$ cat src/rtl/modmul_arbiter_if.sv
`default_nettype none
// ============================================================================
//  Module  : modmul_arbiter_if
//  Purpose : Bundle of requester and sub-unit signals around the shared
//            modular-multiply arbiter.
//  Modports:
//    slave  - arbiter view: takes req/operands and sub-unit results, drives
//             done/result/err/grant and the sub-unit controls.
//    master - environment view (requesters plus multiplier/reducer).
//  Signals : req0/req1, a0/b0/n0, a1/b1/n1, done0/done1, result, err, grant,
//            emul_a/emul_b/emul_en/emul_rst/emul_x/emul_ready,
//            modn_a/modn_b/modn_en/modn_rst/modn_x/modn_ready
//  Revision: 1.0 - initial release
// ============================================================================
interface modmul_arbiter_if #(
  parameter int DATA_WIDTH        = 8,
  parameter int DATA_DOUBLE_WIDTH = 16
);
  logic                         req0;
  logic                         req1;
  logic [DATA_WIDTH-1:0]        a0;
  logic [DATA_WIDTH-1:0]        b0;
  logic [DATA_WIDTH-1:0]        n0;
  logic [DATA_WIDTH-1:0]        a1;
  logic [DATA_WIDTH-1:0]        b1;
  logic [DATA_WIDTH-1:0]        n1;
  logic                         done0;
  logic                         done1;
  logic [DATA_WIDTH-1:0]        result;
  logic                         err;
  logic [1:0]                   grant;
  logic [DATA_WIDTH-1:0]        emul_a;
  logic [DATA_WIDTH-1:0]        emul_b;
  logic                         emul_en;
  logic                         emul_rst;
  logic [DATA_DOUBLE_WIDTH-1:0] emul_x;
  logic                         emul_ready;
  logic [DATA_DOUBLE_WIDTH-1:0] modn_a;
  logic [DATA_WIDTH-1:0]        modn_b;
  logic                         modn_en;
  logic                         modn_rst;
  logic [DATA_WIDTH-1:0]        modn_x;
  logic                         modn_ready;

  modport slave (
    input  req0, req1, a0, b0, n0, a1, b1, n1,
    input  emul_x, emul_ready, modn_x, modn_ready,
    output done0, done1, result, err, grant,
    output emul_a, emul_b, emul_en, emul_rst,
    output modn_a, modn_b, modn_en, modn_rst
  );

  modport master (
    output req0, req1, a0, b0, n0, a1, b1, n1,
    output emul_x, emul_ready, modn_x, modn_ready,
    input  done0, done1, result, err, grant,
    input  emul_a, emul_b, emul_en, emul_rst,
    input  modn_a, modn_b, modn_en, modn_rst
  );
endinterface
`default_nettype wire

$ cat src/rtl/modmul_arbiter.sv
`default_nettype none
// ============================================================================
//  Module  : modmul_arbiter
//  Purpose : Round-robin arbiter and sequencer that lets two requesters share
//            one multiplier (emul_sql) and one reducer (modn) to compute
//            (a*b) mod n. Flags zero moduli and sub-unit timeouts.
//  Ports   :
//    clock - rising-edge clock
//    reset - asynchronous active-low reset
//    bus   - modmul_arbiter_if.slave (requests, operands, results, sub-unit
//            control and status)
//  Revision: 1.0 - initial release
// ============================================================================
module modmul_arbiter #(
  parameter int DATA_WIDTH        = 8,
  parameter int DATA_DOUBLE_WIDTH = 16,
  parameter int TIMEOUT           = 64
) (
  input  wire logic         clock,
  input  wire logic         reset,
  modmul_arbiter_if.slave   bus
);

  typedef enum logic [2:0] {
    S_IDLE = 3'd0,
    S_MCLR = 3'd1,
    S_MUL  = 3'd2,
    S_RCLR = 3'd3,
    S_RED  = 3'd4,
    S_DONE = 3'd5
  } state_t;

  // Wait counter value at which the final permitted ready sample occurs.
  localparam logic [7:0] TMO_LAST = 8'(TIMEOUT - 1);

  state_t                       state_q;
  logic                         last_q;     // last requester served
  logic [7:0]                   wait_q;
  logic [1:0]                   grant_q;
  logic                         done0_q;
  logic                         done1_q;
  logic                         err_q;
  logic [DATA_WIDTH-1:0]        result_q;
  logic [DATA_WIDTH-1:0]        emul_a_q;
  logic [DATA_WIDTH-1:0]        emul_b_q;
  logic                         emul_en_q;
  logic                         emul_rst_q;
  logic [DATA_DOUBLE_WIDTH-1:0] modn_a_q;
  logic [DATA_WIDTH-1:0]        modn_b_q;
  logic                         modn_en_q;
  logic                         modn_rst_q;

  logic [1:0]                   arb_d;
  logic [DATA_WIDTH-1:0]        sel_n_d;

  // On a tie the requester that was not served last wins.
  always_comb begin
    arb_d = 2'b00;
    if (bus.req0 && bus.req1) begin
      arb_d = last_q ? 2'b01 : 2'b10;
    end else if (bus.req0) begin
      arb_d = 2'b01;
    end else if (bus.req1) begin
      arb_d = 2'b10;
    end
    sel_n_d = arb_d[1] ? bus.n1 : bus.n0;
  end

  always_ff @(posedge clock or negedge reset) begin
    if (!reset) begin
      state_q    <= S_IDLE;
      last_q     <= 1'b1;
      wait_q     <= '0;
      grant_q    <= 2'b00;
      done0_q    <= 1'b0;
      done1_q    <= 1'b0;
      err_q      <= 1'b0;
      result_q   <= '0;
      emul_a_q   <= '0;
      emul_b_q   <= '0;
      emul_en_q  <= 1'b0;
      emul_rst_q <= 1'b0;
      modn_a_q   <= '0;
      modn_b_q   <= '0;
      modn_en_q  <= 1'b0;
      modn_rst_q <= 1'b0;
    end else begin
      case (state_q)
        S_IDLE: begin
          if (grant_q != 2'b00) begin
            // A grant is only held in IDLE when the latched modulus was zero:
            // abort without touching the sub-units.
            state_q  <= S_DONE;
            done0_q  <= grant_q[0];
            done1_q  <= grant_q[1];
            err_q    <= 1'b1;
            result_q <= '0;
          end else if (arb_d != 2'b00) begin
            grant_q  <= arb_d;
            last_q   <= arb_d[1];
            emul_a_q <= arb_d[1] ? bus.a1 : bus.a0;
            emul_b_q <= arb_d[1] ? bus.b1 : bus.b0;
            modn_b_q <= sel_n_d;
            if (sel_n_d != '0) begin
              state_q    <= S_MCLR;
              emul_rst_q <= 1'b1;
            end
          end
        end

        S_MCLR: begin
          emul_rst_q <= 1'b0;
          emul_en_q  <= 1'b1;
          wait_q     <= '0;
          state_q    <= S_MUL;
        end

        S_MUL: begin
          // Ready wins over timeout when both land on the same cycle.
          if (bus.emul_ready) begin
            emul_en_q  <= 1'b0;
            modn_a_q   <= bus.emul_x;
            modn_rst_q <= 1'b1;
            state_q    <= S_RCLR;
          end else if (wait_q == TMO_LAST) begin
            emul_en_q <= 1'b0;
            state_q   <= S_DONE;
            done0_q   <= grant_q[0];
            done1_q   <= grant_q[1];
            err_q     <= 1'b1;
            result_q  <= '0;
          end else begin
            wait_q <= wait_q + 8'd1;
          end
        end

        S_RCLR: begin
          modn_rst_q <= 1'b0;
          modn_en_q  <= 1'b1;
          wait_q     <= '0;
          state_q    <= S_RED;
        end

        S_RED: begin
          if (bus.modn_ready) begin
            modn_en_q <= 1'b0;
            result_q  <= bus.modn_x;
            err_q     <= 1'b0;
            done0_q   <= grant_q[0];
            done1_q   <= grant_q[1];
            state_q   <= S_DONE;
          end else if (wait_q == TMO_LAST) begin
            modn_en_q <= 1'b0;
            state_q   <= S_DONE;
            done0_q   <= grant_q[0];
            done1_q   <= grant_q[1];
            err_q     <= 1'b1;
            result_q  <= '0;
          end else begin
            wait_q <= wait_q + 8'd1;
          end
        end

        S_DONE: begin
          done0_q <= 1'b0;
          done1_q <= 1'b0;
          err_q   <= 1'b0;
          grant_q <= 2'b00;
          state_q <= S_IDLE;
        end

        default: begin
          state_q <= S_IDLE;
        end
      endcase
    end
  end

  assign bus.done0    = done0_q;
  assign bus.done1    = done1_q;
  assign bus.result   = result_q;
  assign bus.err      = err_q;
  assign bus.grant    = grant_q;
  assign bus.emul_a   = emul_a_q;
  assign bus.emul_b   = emul_b_q;
  assign bus.emul_en  = emul_en_q;
  assign bus.emul_rst = emul_rst_q;
  assign bus.modn_a   = modn_a_q;
  assign bus.modn_b   = modn_b_q;
  assign bus.modn_en  = modn_en_q;
  assign bus.modn_rst = modn_rst_q;

endmodule
`default_nettype wire

$ cat src/flat_wrapper.sv
// flat-port wrapper written by rule: the top's interface ports become plain ports
module modmul_arbiter_flat 
#(
  parameter int DATA_WIDTH        = 8,
  parameter int DATA_DOUBLE_WIDTH = 16,
  parameter int TIMEOUT           = 64
)
  (clock, reset, bus_req0, bus_req1, bus_a0, bus_b0, bus_n0, bus_a1, bus_b1, bus_n1, bus_emul_x, bus_emul_ready, bus_modn_x, bus_modn_ready, bus_done0, bus_done1, bus_result, bus_err, bus_grant, bus_emul_a, bus_emul_b, bus_emul_en, bus_emul_rst, bus_modn_a, bus_modn_b, bus_modn_en, bus_modn_rst);
  modmul_arbiter_if #(.DATA_WIDTH(DATA_WIDTH), .DATA_DOUBLE_WIDTH(DATA_DOUBLE_WIDTH)) bus_i ();
  input  wire logic clock;
  input  wire logic reset;
  input wire logic [$bits(bus_i.req0)-1:0] bus_req0;
  input wire logic [$bits(bus_i.req1)-1:0] bus_req1;
  input wire logic [$bits(bus_i.a0)-1:0] bus_a0;
  input wire logic [$bits(bus_i.b0)-1:0] bus_b0;
  input wire logic [$bits(bus_i.n0)-1:0] bus_n0;
  input wire logic [$bits(bus_i.a1)-1:0] bus_a1;
  input wire logic [$bits(bus_i.b1)-1:0] bus_b1;
  input wire logic [$bits(bus_i.n1)-1:0] bus_n1;
  input wire logic [$bits(bus_i.emul_x)-1:0] bus_emul_x;
  input wire logic [$bits(bus_i.emul_ready)-1:0] bus_emul_ready;
  input wire logic [$bits(bus_i.modn_x)-1:0] bus_modn_x;
  input wire logic [$bits(bus_i.modn_ready)-1:0] bus_modn_ready;
  output wire logic [$bits(bus_i.done0)-1:0] bus_done0;
  output wire logic [$bits(bus_i.done1)-1:0] bus_done1;
  output wire logic [$bits(bus_i.result)-1:0] bus_result;
  output wire logic [$bits(bus_i.err)-1:0] bus_err;
  output wire logic [$bits(bus_i.grant)-1:0] bus_grant;
  output wire logic [$bits(bus_i.emul_a)-1:0] bus_emul_a;
  output wire logic [$bits(bus_i.emul_b)-1:0] bus_emul_b;
  output wire logic [$bits(bus_i.emul_en)-1:0] bus_emul_en;
  output wire logic [$bits(bus_i.emul_rst)-1:0] bus_emul_rst;
  output wire logic [$bits(bus_i.modn_a)-1:0] bus_modn_a;
  output wire logic [$bits(bus_i.modn_b)-1:0] bus_modn_b;
  output wire logic [$bits(bus_i.modn_en)-1:0] bus_modn_en;
  output wire logic [$bits(bus_i.modn_rst)-1:0] bus_modn_rst;
  assign bus_i.req0 = bus_req0;
  assign bus_i.req1 = bus_req1;
  assign bus_i.a0 = bus_a0;
  assign bus_i.b0 = bus_b0;
  assign bus_i.n0 = bus_n0;
  assign bus_i.a1 = bus_a1;
  assign bus_i.b1 = bus_b1;
  assign bus_i.n1 = bus_n1;
  assign bus_i.emul_x = bus_emul_x;
  assign bus_i.emul_ready = bus_emul_ready;
  assign bus_i.modn_x = bus_modn_x;
  assign bus_i.modn_ready = bus_modn_ready;
  assign bus_done0 = bus_i.done0;
  assign bus_done1 = bus_i.done1;
  assign bus_result = bus_i.result;
  assign bus_err = bus_i.err;
  assign bus_grant = bus_i.grant;
  assign bus_emul_a = bus_i.emul_a;
  assign bus_emul_b = bus_i.emul_b;
  assign bus_emul_en = bus_i.emul_en;
  assign bus_emul_rst = bus_i.emul_rst;
  assign bus_modn_a = bus_i.modn_a;
  assign bus_modn_b = bus_i.modn_b;
  assign bus_modn_en = bus_i.modn_en;
  assign bus_modn_rst = bus_i.modn_rst;
  modmul_arbiter #(.DATA_WIDTH(DATA_WIDTH), .DATA_DOUBLE_WIDTH(DATA_DOUBLE_WIDTH), .TIMEOUT(TIMEOUT)) u_core (.clock(clock), .reset(reset), .bus(bus_i));
endmodule
$ cat config.mk
export PLATFORM = sky130hd
export DESIGN_NAME = modmul_arbiter_flat
export DESIGN_NICKNAME = d
export VERILOG_FILES = /design/src/rtl/modmul_arbiter_if.sv /design/src/rtl/modmul_arbiter.sv /design/src/flat_wrapper.sv
export SDC_FILE = /design/constraint.sdc
export NUM_CORES = 1
export LEC_CHECK = 0
export ABC_AREA = 1
export CORE_MARGIN = 1
export CORE_UTILIZATION = 35
export CTS_CLUSTER_DIAMETER = 80
export DETAILED_ROUTE_END_ITERATION = 7
export PLACE_DENSITY = 0.68
export SLEW_MARGIN = 20
export SYNTH_ARGS = -nofsm -noshare
export SYNTH_HDL_FRONTEND = slang
export SYNTH_SLANG_ARGS = --single-unit
$ cat constraint.sdc
create_clock -name clock -period 4.1 [get_ports clock]
set_input_delay 0.82 -clock clock [delete_from_list [all_inputs] [get_ports clock]]
set_output_delay 0.82 -clock clock [all_outputs]
set_load 0.05 [all_outputs]
Word level (Yosys, flattened, before mapping). Index checks and enable logic that the tools add are counted.

Register bits after elaboration: 69. Bits in latches: 0. Memory bits (writable): 0. Memory bits (read-only): 0. Input port bits: 78. Memories: 0.

Add/sub/neg operators: 1. Multipliers: 0. Div/mod/pow operators: 0. Magnitude comparators: 0. Eq/ne operators: 17. Shift-type cells: 0. Muxes and demuxes: 52. Bitwise operators: 1. Reductions and logical operators: 25.

Operators with widths (count): 8-bit 2-to-1 mux (10); 8-bit case mux with 3 select lines (2); 1-bit 2-to-1 mux (19); 3-bit 2-to-1 mux (6); 3-bit case mux with 5 select lines (1); 3-bit AND reduction (5); 2-bit nonzero test (7); 2-bit 2-to-1 mux (6); 1-bit case mux with 4 select lines (3); 2-bit AND reduction (5); 8-bit by 1-bit adder with 8-bit output, second input constant (1); 8-bit by 6-bit equality test with 1-bit output, second input constant (1); 2-bit != test, second input constant (4); 1-bit case mux with 2 select lines (4); 8-bit nonzero test (1); 3-bit by 2-bit equality test with 1-bit output, second input constant (2); 3-bit equality test, second input constant (2); 2-bit by 1-bit != test with 1-bit output, second input constant (3); 3-bit by 1-bit != test with 1-bit output, second input constant (2); 3-bit by 2-bit != test with 1-bit output, second input constant (2); 3-bit nonzero test (2); 2-bit case mux with 2 select lines (1); 4-bit AND reduction (1); 4-bit nonzero test (1); other kinds (5) (5).

Logic depth before layout (Yosys ltp).
Depth after elaboration: 9. Gate-level depth with buffers: 11. Gate-level depth less buffers: 10.

Least setup slack after synthesis. Ideal clock, no wire load.

Path type: input port to flip-flop. From: input port bus_req1. To: register u_core.emul_b_q[1], in the netlist u_core.bus.emul_b[1]. Arrival: 1.781 ns. Data required time: 3.970 ns. Slack: 2.190 ns. Stages: 9. Path buffers: 2. Path through: buf_2 > inv_1 > o21ai_0 > nand2_1 > nand2_2 > inv_2 > buf_4 > nor2_1 > a31oi_1.

Word-level cells in the longest chain between the ends: 5. Elaborated cells on any way between the ends: 7.

RTL lines: start, declared (line flat_wrapper.sv:13) `input wire logic [$bits(bus_i.req1)-1:0] bus_req1;`; 2-bit 2-to-1 mux (line modmul_arbiter.sv:63) `end else if (bus.req1) begin`; 2-bit 2-to-1 mux (line modmul_arbiter.sv:61) `end else if (bus.req0) begin`; 2-bit 2-to-1 mux * (line modmul_arbiter.sv:59) `if (bus.req0 && bus.req1) begin`; 2-bit nonzero test (line modmul_arbiter.sv:98) `end else if (arb_d != 2'b00) begin`; 3-bit AND reduction (no line); end signal, assigned (line modmul_arbiter.sv:102) `emul_b_q <= arb_d[1] ? bus.b1 : bus.b0;`; end, declared (line modmul_arbiter.sv:45) `logic [DATA_WIDTH-1:0] emul_b_q;`.

Every way passes the cells marked *; elsewhere a longest branch is shown, timed or not. A chain may end at the register's enable or synchronous reset.

Worst setup path after layout.
From: input port bus_req1. To: register u_core.emul_a_q[5], in the netlist u_core.bus.emul_a[5].

Word-level cells in the longest chain between the ends: 5. Elaborated cells on any way between the ends: 7.

RTL lines: 2-bit 2-to-1 mux (line modmul_arbiter.sv:63); 2-bit 2-to-1 mux (line modmul_arbiter.sv:61); 2-bit 2-to-1 mux * (line modmul_arbiter.sv:59); 2-bit nonzero test (line modmul_arbiter.sv:98); 3-bit AND reduction (no line); end signal, assigned (line modmul_arbiter.sv:101) `emul_a_q <= arb_d[1] ? bus.a1 : bus.a0;`; end, declared (line modmul_arbiter.sv:44) `logic [DATA_WIDTH-1:0] emul_a_q;`.

Marks and branches as above.

==> qor.txt <==
outcome = complete, no violations
measured slew at the worst slew-check pin = 0.867 ns
number of standard-cell rows in the floorplan = 34
top-level I/O count = 135
ordered list of cells on the worst path = clkdlybuf4s50_1 -> nand2_1 -> buf_4 -> nand2_1 -> nand2_2 -> inv_2 -> nor2_1 -> a31oi_1
final number of max-transition violations = 0
total gr overflow = 0
H-tree level count = 3
share of the synthesized area in the top cell type = 0.520
first-pass GRT wire length = 13700 µm
most frequent cells in the layout = sky130_fd_sc_hd__clkdlybuf4s50_1, sky130_fd_sc_hd__nand2_1, sky130_fd_sc_hd__dfrtp_1, sky130_fd_sc_hd__inv_1, sky130_fd_sc_hd__nor2_1
DRC violation total after the first TritonRoute iteration = 74
TritonCTS buffer count = 9
maximum fanout encountered on the critical timing path = 33
crit-path most repeated cell = sky130_fd_sc_hd__nand2_1
Crit. End Element = flop
area of the die = 9730 µm²
classification of the worst-slack hold path = reg2reg
largest net degree at the start of global routing = 70
Post-Synth Adder-Cell Area = 0.00383
Total Routed Length = 8000 µm
Compound-Gate Fraction of Synth Area = 0.0891
CTS hold repair buffers = 0
clock insertion delay at the later pin of the skew report = 0.35 ns
yosys synthesis warning count = 0
fill cell count = 819
average via count per standard cell = 4.72
antenna fix cells = 0
internal reg-to-reg setup slack = 2.00 ns
cell count after synthesis = 381
unrepaired setup endpoints after global routing = false
commonest non-fill, non-tap cell in the layout = sky130_fd_sc_hd__clkdlybuf4s50_1
leading area contributor after synthesis = sky130_fd_sc_hd__dfrtp_1
Syn Area/Cell = 8.58 µm²
worst clock skew on the final layout = 0.00890 ns
layout overhead on the synthesized area = 49.2%
multi-input combinational cell area = 1340 µm²
antenna violations before repair = 0
netlist area before placement = 3270 µm²
pre-CTS worst setup slack = 1.18 ns
top cells by area in the synthesized netlist = sky130_fd_sc_hd__dfrtp_1, sky130_fd_sc_hd__nand2_1, sky130_fd_sc_hd__mux2_2
depth of the most critical reg-to-reg path = 8
Fmax achieved = 389 MHz
Total GRT Usage = 0.178
arrival time reported for the critical path endpoint = 2.84 ns
final std cells w/o fill = 628
post-synthesis share of cell area spent on and, or, nand and nor gates = 0.258
detailed placement HPWL = 6030 µm
Setup Fix Bufs, Post-CTS = 0
number of cells after detailed placement = 612
setup TNS after final layout = 0 ns
number of nets produced by synthesis = 460
overall via count from detail_route = 2964
Post-Synth XOR/XNOR Area = 0.00268
Lkg Pwr = 0.00224 µW
CTS tree = done
Reg area = 1730 µm²
final-report setup violation count = 0
clock root buffer master = sky130_fd_sc_hd__clkbuf_8
remaining antenna violation count after routing = 0
number of input and output port buffers inserted = 134
routability-driven placement congestion ratio = 0.774
total of flip-flops plus latches after synthesis = 69
startpoint of the worst hold path = u_core.bus.result[1]$_DFFE_PN0P_
max-capacitance violation count = 0
Placeable Area = 8890 µm²
via count of the first global-routing pass = 2952
worst slew margin relative to its limit = 0.422
number of buffers on the longest clock path = 2
combinational family with the most area after synthesis = simple AND/OR/NAND/NOR gates
routed wire length per instance = 12.7 µm
kind of start point of the critical path = primary input
path type of the worst setup path = in2reg
drc violations = 0
count of instances resized after the clock tree is built = 0
fraction of the cycle the final worst path needs = 0.626
Final Hold Fails = 0
Data required, critical path = 4.37 ns
fraction of synthesized area in multiplexers = 0.0551
launch instance of the worst register-to-register path = u_core.last_q$_DFFE_PN1P_
Hold Crit Depth = 2
register clock-pin slew on the reported worst setup and hold paths = 0.08 ns
stage delay of the slowest cell on the critical path = 0.66 ns
final core utilization = 0.549
post-layout net count = 594
slowest cell on the critical path = sky130_fd_sc_hd__clkdlybuf4s50_1
width of the die = 98.7 µm
Critical path origin = bus_req1
Die Ht = 98.7 µm
Pre-Repair DR Iteration Count = 4
starting density of the core = 0.368
final critical path time including I/O delays and setup = 2.57 ns
setup ws final = 1.53 ns
power density over the cells = 874 nW/µm²
number of distinct standard cells referenced by the synthesized netlist = 31
fraction of the yosys area taken by sequential cells = 0.528
IR drop worst, VDD = 0.000340 V
CTS sink count = 69
share of final-layout standard cells stronger than drive strength 1 = 0.110
[cells in the mapped netlist, drive strengths merged]
cell	number
clkbuf	2
a21oi	8
a211oi	1
o22ai	1
inv	33
clkinv	2
mux2	16
o21ai	22
nor3	1
or2	4
buf	10
xor2	1
dfrtp	68
ha	1
dfstp	1
o211ai	1
nand3b	7
nand4	2
o2111ai	1
a31oi	16
nor2	32
nand2	130
nand3	21
[kinds of logic (layout without fill, tap and decap cells)]
| logic type | after synthesis | count (layout) |
|---|---|---|
| compound gates | 50 | 50 |
| xor+xnor | 1 | 1 |
| fa+ha+maj | 1 | 1 |
| buf+inv | 47 | 186 |
| flops | 69 | 69 |
| mux | 16 | 16 |
| simple gates | 197 | 197 |
[metal layers]
| metal | up-vias | routed length, µm | track usage |
|---|---|---|---|
| met5 | - | 0 | 0 |
| met4 | 0 | 163 | 0.0769 |
| met3 | 14 | 556 | 0.0574 |
| met2 | 91 | 3850 | 0.297 |
| met1 | 1361 | 3430 | 0.212 |
| li1 | 1498 | - | - |
[worst paths after layout]
path	end
setup / recovery	u_core.bus.emul_a[5]$_DFFE_PN0P_
hold / removal	u_core.bus.result[1]$_DFFE_PN0P_
setup reg to reg	u_core.bus.emul_a[5]$_DFFE_PN0P_
hold reg to reg	u_core.bus.result[1]$_DFFE_PN0P_
max in group asynchronous	u_core.bus.modn_b[3]$_DFFE_PN0P_
min in group asynchronous	u_core.bus.modn_a[4]$_DFFE_PN0P_
[area by class of cell]
type | count | share of cell area
inverter | 35 | 0.0269
clock inverter | 7 | 0.0164
clock buffer | 9 | 0.0254
timing repair buffer | 135 | 0.276
tap | 108 | 0.0277
sequential | 69 | 0.354
multi-input combinational | 265 | 0.274
[through the flow]
| step | cell area (µm²) | hold WS (ns) | total power [µW] |
|---|---|---|---|
| after floorplan | 3270 | 0.454 | 2930 |
| after global placement | 4680 | 0.454 | 3690 |
| after detailed placement | 4680 | 0.462 | 3740 |
| after CTS | 4880 | 0.482 | 4320 |
| after global routing | 4880 | 0.512 | 4550 |
| final | 4880 | 0.478 | 4270 |
[sequential cells by signal, indices dropped and copies added (netlist names)]
| signal | cells |
|---|---|
| u_core.bus.done0 | 1 |
| u_core.bus.emul_rst | 1 |
| u_core.bus.modn_a | 16 |
| u_core.bus.grant | 2 |
| u_core.bus.modn_en | 1 |
| u_core.bus.done1 | 1 |
| u_core.last_q | 1 |
| u_core.bus.emul_en | 1 |
| u_core.state_q | 3 |
| u_core.bus.modn_b | 8 |
| u_core.wait_q | 8 |
| u_core.bus.result | 8 |
| u_core.bus.modn_rst | 1 |
| u_core.bus.err | 1 |
| u_core.bus.emul_a | 8 |
| u_core.bus.emul_b | 8 |
[worst max-delay path: cells and delay by family]
family	cells	cell delay, ns
AOI/OAI and AO/OA	1	0.16
buffers and inverters	3	1.32
and+or+nand+nor	4	0.53
[report_power, final]
group	internal [µW]	switching (µW)	total (µW)
Combinational	839	1650	2490
Clock	288	274	561
Sequential	1020	200	1220
Total	2140	2130	4270
(Power assumes the default switching activity.)
